[config.mk]
export PLATFORM = sky130hd
export DESIGN_NAME = joy_serial_scan
export DESIGN_NICKNAME = d
export VERILOG_FILES = /design/src/rtl/joy_pkg.sv /design/src/rtl/joy_tick_gen.sv /design/src/rtl/joy_serial_scan.sv
export SDC_FILE = /design/constraint.sdc
export NUM_CORES = 1
export LEC_CHECK = 0
export ABC_AREA = 1
export BUFFER_PORTS_ARGS = -buffer_cell sky130_fd_sc_hd__buf_4
export CORE_MARGIN = 3
export CORE_UTILIZATION = 40
export CTS_BUF_LIST = sky130_fd_sc_hd__clkbuf_4 sky130_fd_sc_hd__clkbuf_8
export DETAILED_ROUTE_END_ITERATION = 8
export PLACE_DENSITY = 0.68
export SLEW_MARGIN = 5
export SYNTH_ARGS = -nofsm -noshare
export SYNTH_HDL_FRONTEND = slang
export SYNTH_SLANG_ARGS = --single-unit
[constraint.sdc]
create_clock -name clk -period 1.6 [get_ports clk]
set_clock_uncertainty 0.05 [all_clocks]
set_input_delay 0.32 -clock clk [delete_from_list [all_inputs] [get_ports clk]]
set_output_delay 0.32 -clock clk [all_outputs]
set_load 0.1 [all_outputs]
[src/rtl/joy_pkg.sv]
// joy_pkg: shared scan state type and size limits for the serial joystick reader
package joy_pkg;
  typedef enum logic [2:0] {IDLE, LOAD, LOW, HIGH, DONE} scan_state_t;
  localparam int MAX_PLAYERS = 4;
  localparam int MAX_BITS = 16;
endpackage

[src/rtl/joy_tick_gen.sv]
// joy_tick_gen: free-running divider producing a 1-clk tick every CLK_DIV clks
module joy_tick_gen #(
  parameter int CLK_DIV = 48
) (
  input  logic clk,
  input  logic reset,
  input  logic clear,
  output logic tick
);
  localparam int W = $clog2(CLK_DIV);
  logic [W-1:0] cnt;
  assign tick = cnt == W'(CLK_DIV - 1);
  // divider count, restarted by reset or clear
  always_ff @(posedge clk)
    if (reset || clear) cnt <= '0;
    else cnt <= tick ? '0 : cnt + 1'b1;
endmodule

[src/rtl/joy_serial_scan.sv]
// joy_serial_scan: scans chained active-low joystick shift registers into debounced active-high words
module joy_serial_scan
  import joy_pkg::*;
#(
  parameter int NUM_PLAYERS = 2,
  parameter int BITS_PER_PLAYER = 12,
  parameter int CLK_DIV = 48,
  parameter int IDLE_TICKS = 16,
  parameter int DEBOUNCE = 1
) (
  input  logic clk,
  input  logic reset,
  input  logic enable,
  input  logic joy_data,
  output logic joy_clk,
  output logic joy_load,
  output logic [NUM_PLAYERS*BITS_PER_PLAYER-1:0] joystick,
  output logic frame_done,
  output logic frame_err
);
  localparam int TOTAL = NUM_PLAYERS * BITS_PER_PLAYER;
  localparam int IW = IDLE_TICKS > 1 ? $clog2(IDLE_TICKS) : 1;
  localparam int BW = TOTAL > 1 ? $clog2(TOTAL) : 1;
  scan_state_t state, next_state;
  logic tick, clear, last_idle, last_bit, primed;
  logic [IW-1:0] idle_cnt;
  logic [BW-1:0] bit_idx;
  logic [TOTAL-1:0] shift, prev;
  // the divider restarts after DONE so every frame has the same length
  assign clear = !enable || state == DONE;
  assign last_idle = idle_cnt == IW'(IDLE_TICKS - 1);
  assign last_bit = bit_idx == BW'(TOTAL - 1);
  joy_tick_gen #(.CLK_DIV(CLK_DIV)) u_tick (
    .clk(clk),
    .reset(reset),
    .clear(clear),
    .tick(tick)
  );
  // state register, forced to IDLE on reset or disable
  always_ff @(posedge clk)
    state <= (reset || !enable) ? IDLE : next_state;
  // next-state: advance on tick, DONE lasts one clk
  always_comb
    next_state = state == DONE ? IDLE :
                 !tick ? state :
                 state == IDLE ? (last_idle ? LOAD : IDLE) :
                 state == LOAD ? LOW :
                 state == LOW ? HIGH :
                 last_bit ? DONE : LOW;
  // adapter strobes decoded from state
  always_comb begin
    joy_load = state != LOAD;
    joy_clk = state != LOW;
  end
  // idle and bit counters
  always_ff @(posedge clk)
    if (reset || !enable) begin
      idle_cnt <= '0;
      bit_idx <= '0;
    end else if (tick) begin
      idle_cnt <= state == IDLE && !last_idle ? idle_cnt + 1'b1 : '0;
      bit_idx <= state == LOAD ? '0 : state == HIGH && !last_bit ? bit_idx + 1'b1 : bit_idx;
    end
  // capture the inverted data bit on the tick that raises joy_clk
  always_ff @(posedge clk)
    if (tick && state == LOW) shift[bit_idx] <= ~joy_data;
  // frame evaluation; the first frame after reset/enable only primes prev
  always_ff @(posedge clk)
    if (reset || !enable) begin
      joystick <= '0;
      prev <= '0;
      primed <= 1'b0;
      frame_done <= 1'b0;
      frame_err <= 1'b0;
    end else begin
      frame_done <= state == DONE;
      frame_err <= state == DONE && DEBOUNCE != 0 && primed && shift != prev;
      if (state == DONE) begin
        prev <= shift;
        primed <= 1'b1;
        if (DEBOUNCE == 0 || (primed && shift == prev)) joystick <= shift;
      end
    end
endmodule

==> metrics.yaml <==
run_status:
  run_status: "complete, but fails checks"
  violations: "negative setup slack"
grt:
  met1_usage_pct: 20.04
  grt_usage_pct: 16.24
  grt_start_max_net_pins: 29
  gr-usage-met3_pct: 3.316
  grt-ovfl-total: 0
  grt_pass1_wl_microns: 15300
  antenna_found_initial: 0
  grtUsageMet2_pct: 28.51
  busiest_layer: "met2"
  grt_pass1_vias: 3478
sta:
  rsz0062_at_grt: "yes"
  fmax_mhz: 571.6
  slew_headroom_pct: 61.06
  hold_slack_ns: 0.3147
  finalSetupViolations: 50
  finalSetupTns_ns: -5.098
  slew_violations: 0
  period_share_pct: 109.3
  timing.final.hold_violations: 0
  finalCriticalPeriod_ns: 1.750
  fin_ws_ns: -0.1496
  worst_slew_pin_slew_ns: 0.5834
route:
  wl_per_cell_microns: 12.59
  viasPerCell: 4.813
  drcViolationCount: 0
  postRouteAntennaNets: 0
  drt-initial-drc-count: 129
  first_pass_iters: 4
  num_vias: 3687
  wirelength_microns: 9645
setup_path:
  rr_startpoint: "shift[3]"
  critPathTopFamily: "simple AND/OR/NAND/NOR gates"
  crit_path_frequent_cell: "nor2_1"
  critPathLaunchType: "flop"
  worst-path-buf-inv: 2
  crit_path_max_incr_delay_ns: 0.46
  critPathKind: "reg -> reg"
  crit_start: "shift[3]"
  crit_path_max_fanout: 12
  crit_arrival_ns: 1.99
  worst_setup_path_end_kind: "flop"
  worstPathRequired_ns: 1.84
  critPathSlowestCell: "edfxtp_1"
  path_cells: "buf_6, nand2_2, nand2_1, nor2_1, nand2_1, nor2_2, nand3_2, nor2_4, clkbuf_16, nor2_1, nor2_1"
logic_synthesis:
  yosysTopAreaCellShare_pct: 32.72
  synth_area_leaders: "dfxtp_1 (33%), edfxtp_1 (17%), nand2_1 (12%)"
  synthesis.nets: 563
  syn_area_sq_mm: 0.004222
  synth_area_leader_cell: "dfxtp_1"
  yosysSeqAreaShare_pct: 49.79
  synth_cell_type_count: 33
  ys_seq_elements: 93
  synth.avg_cell_area_sq_um: 7.634
  yosysWarnings: 0
  netlist_instances: 553
cells_and_area:
  fin_nets: 638
  final_cells: 766
  n_fill_cell: 914
  final_common_cell: "nand2_1"
  antennaDiodeCount: 0
  final_cell_mix: "nand2_1 (131), nor2_1 (87), inv_1 (68)"
  post-route-util_pct: 54.23
  final_area_sq_mm: 0.005423
  area_growth_pct: 28.45
  drive_gt1_share_pct: 25.75
place:
  place.detailed.hpwl_microns: 6830
  dp_cells: 736
  dp_slack_ns: -0.1593
  dpl_cell_area_sq_mm: 0.004901
  port_buffers: 31
  finalWeightedCongestion: 0.7926
floorplan:
  die_w_microns: 108.7
  ios: 32
  rows: 36
  coreArea_sq_mm: 0.01000
  die_y_microns: 108.7
  start_util_pct: 42.22
  die-area_sq_mm: 0.01182
pwr:
  peakVddDrop_v: 0.0004154
  p_seq_share_pct: 61.0
  switchingPower_uw: 880.9
  swShare_pct: 22.31
  pwr-share-comb_pct: 2.2
  design_power_total_mw: 3.949
  clkPwrFrac_pct: 36.8
  power.density_mw_per_mm2: 728.2
  p_int_mw: 3.068
  power.leakage_nw: 2.137
hold_path:
  hp-class: "in -> reg"
  hold_start: "reset"
cts:
  h-tree-depth: 3
  cts_tree: "built"
  worstSkewPairLatency_ns: 0.36
  ctsHoldBuffers: 0
  clk_path_buf_depth: 2
  clkSinkCount: 93
  cts_root_buf: "clkbuf_8"
  numCtsBuffers: 9
  path_clk_slew_ns: 0.09
run:
  cap_violations: 0
-- worst paths after layout --
kind                        to  slack (ns)  cells after the start
setup / recovery   joystick[4]       -0.15                     11
hold / removal      bit_idx[4]        0.31                      4
setup reg to reg   joystick[4]       -0.15                     11
hold reg to reg   joystick[14]        0.43                      2
-- metal layers --
metal / vias up / routed length [microns]
met5: - / 0
met4: 0 / 136
met3: 16 / 376
met2: 62 / 4816
met1: 1706 / 4316
li1: 1903 / -
-- area by class of cell --
class	count	area, sq um	area share [%]
Clock inverter	5	36.28	0.6691
Sequential cell	93	2110	38.90
Inverter	83	315.3	5.814
Clock buffer	11	145.1	2.677
Multi-Input combinational cell	362	1881	34.68
Tap cell	133	166.4	3.069
Timing Repair Buffer	79	769.5	14.19
-- tightest hold or removal path, stage by stage --
cell and delay [ns]:
buf_4 0.08, nor2_2 0.03, inv_1 0.20, a21oi_2 0.04
-- timing repair --
item	in CTS	in global routing
cloned	0	4
gates resized for setup	17	42
endpoints found under the setup margin	60	66
pin swaps	1	14
buffers inserted	3	7
-- Yosys cell counts, drive strengths merged --
cell,instances
a31oi,1
xnor2,4
nand3b,1
ha,6
a221oi,1
clkbuf,4
nor2,111
o32ai,1
nor3,11
nand3,16
a21oi,8
buf,11
a211oi,1
xor2,4
edfxtp,24
o22ai,23
inv,83
nand4,26
dfxtp,69
nand2,140
o21ai,8
-- power groups by stage --
stage,combinational [mW],clock [mW],sequential [mW]
global route,0.0977,1.59,2.41
detailed placement,0.0845,0,2.46
CTS,0.0845,1.48,2.41
finish,0.0867,1.45,2.41
global placement,0.0833,0,2.46
floorplan,0.0497,0,2.46
-- kinds of logic after synthesis --
logic type                 after synthesis  synth area share (%)
AOI/OAI and AO/OA                       43                 6.047
xor gates and xnor gates                 8                 1.660
adders and majority gates                6                 1.778
buffers and inverters                   98                 9.306
DFF                                     93                 49.79
and+or+nand+nor                        305                 31.42
-- sequential cells by signal, indices dropped and copies added, names as in the netlist --
name	flops
idle_cnt	4
shift	24
prev	24
frame_done	1
u_tick.cnt	6
primed	1
state	3
bit_idx	5
frame_err	1
joystick	24
(Power assumes the default switching activity.)
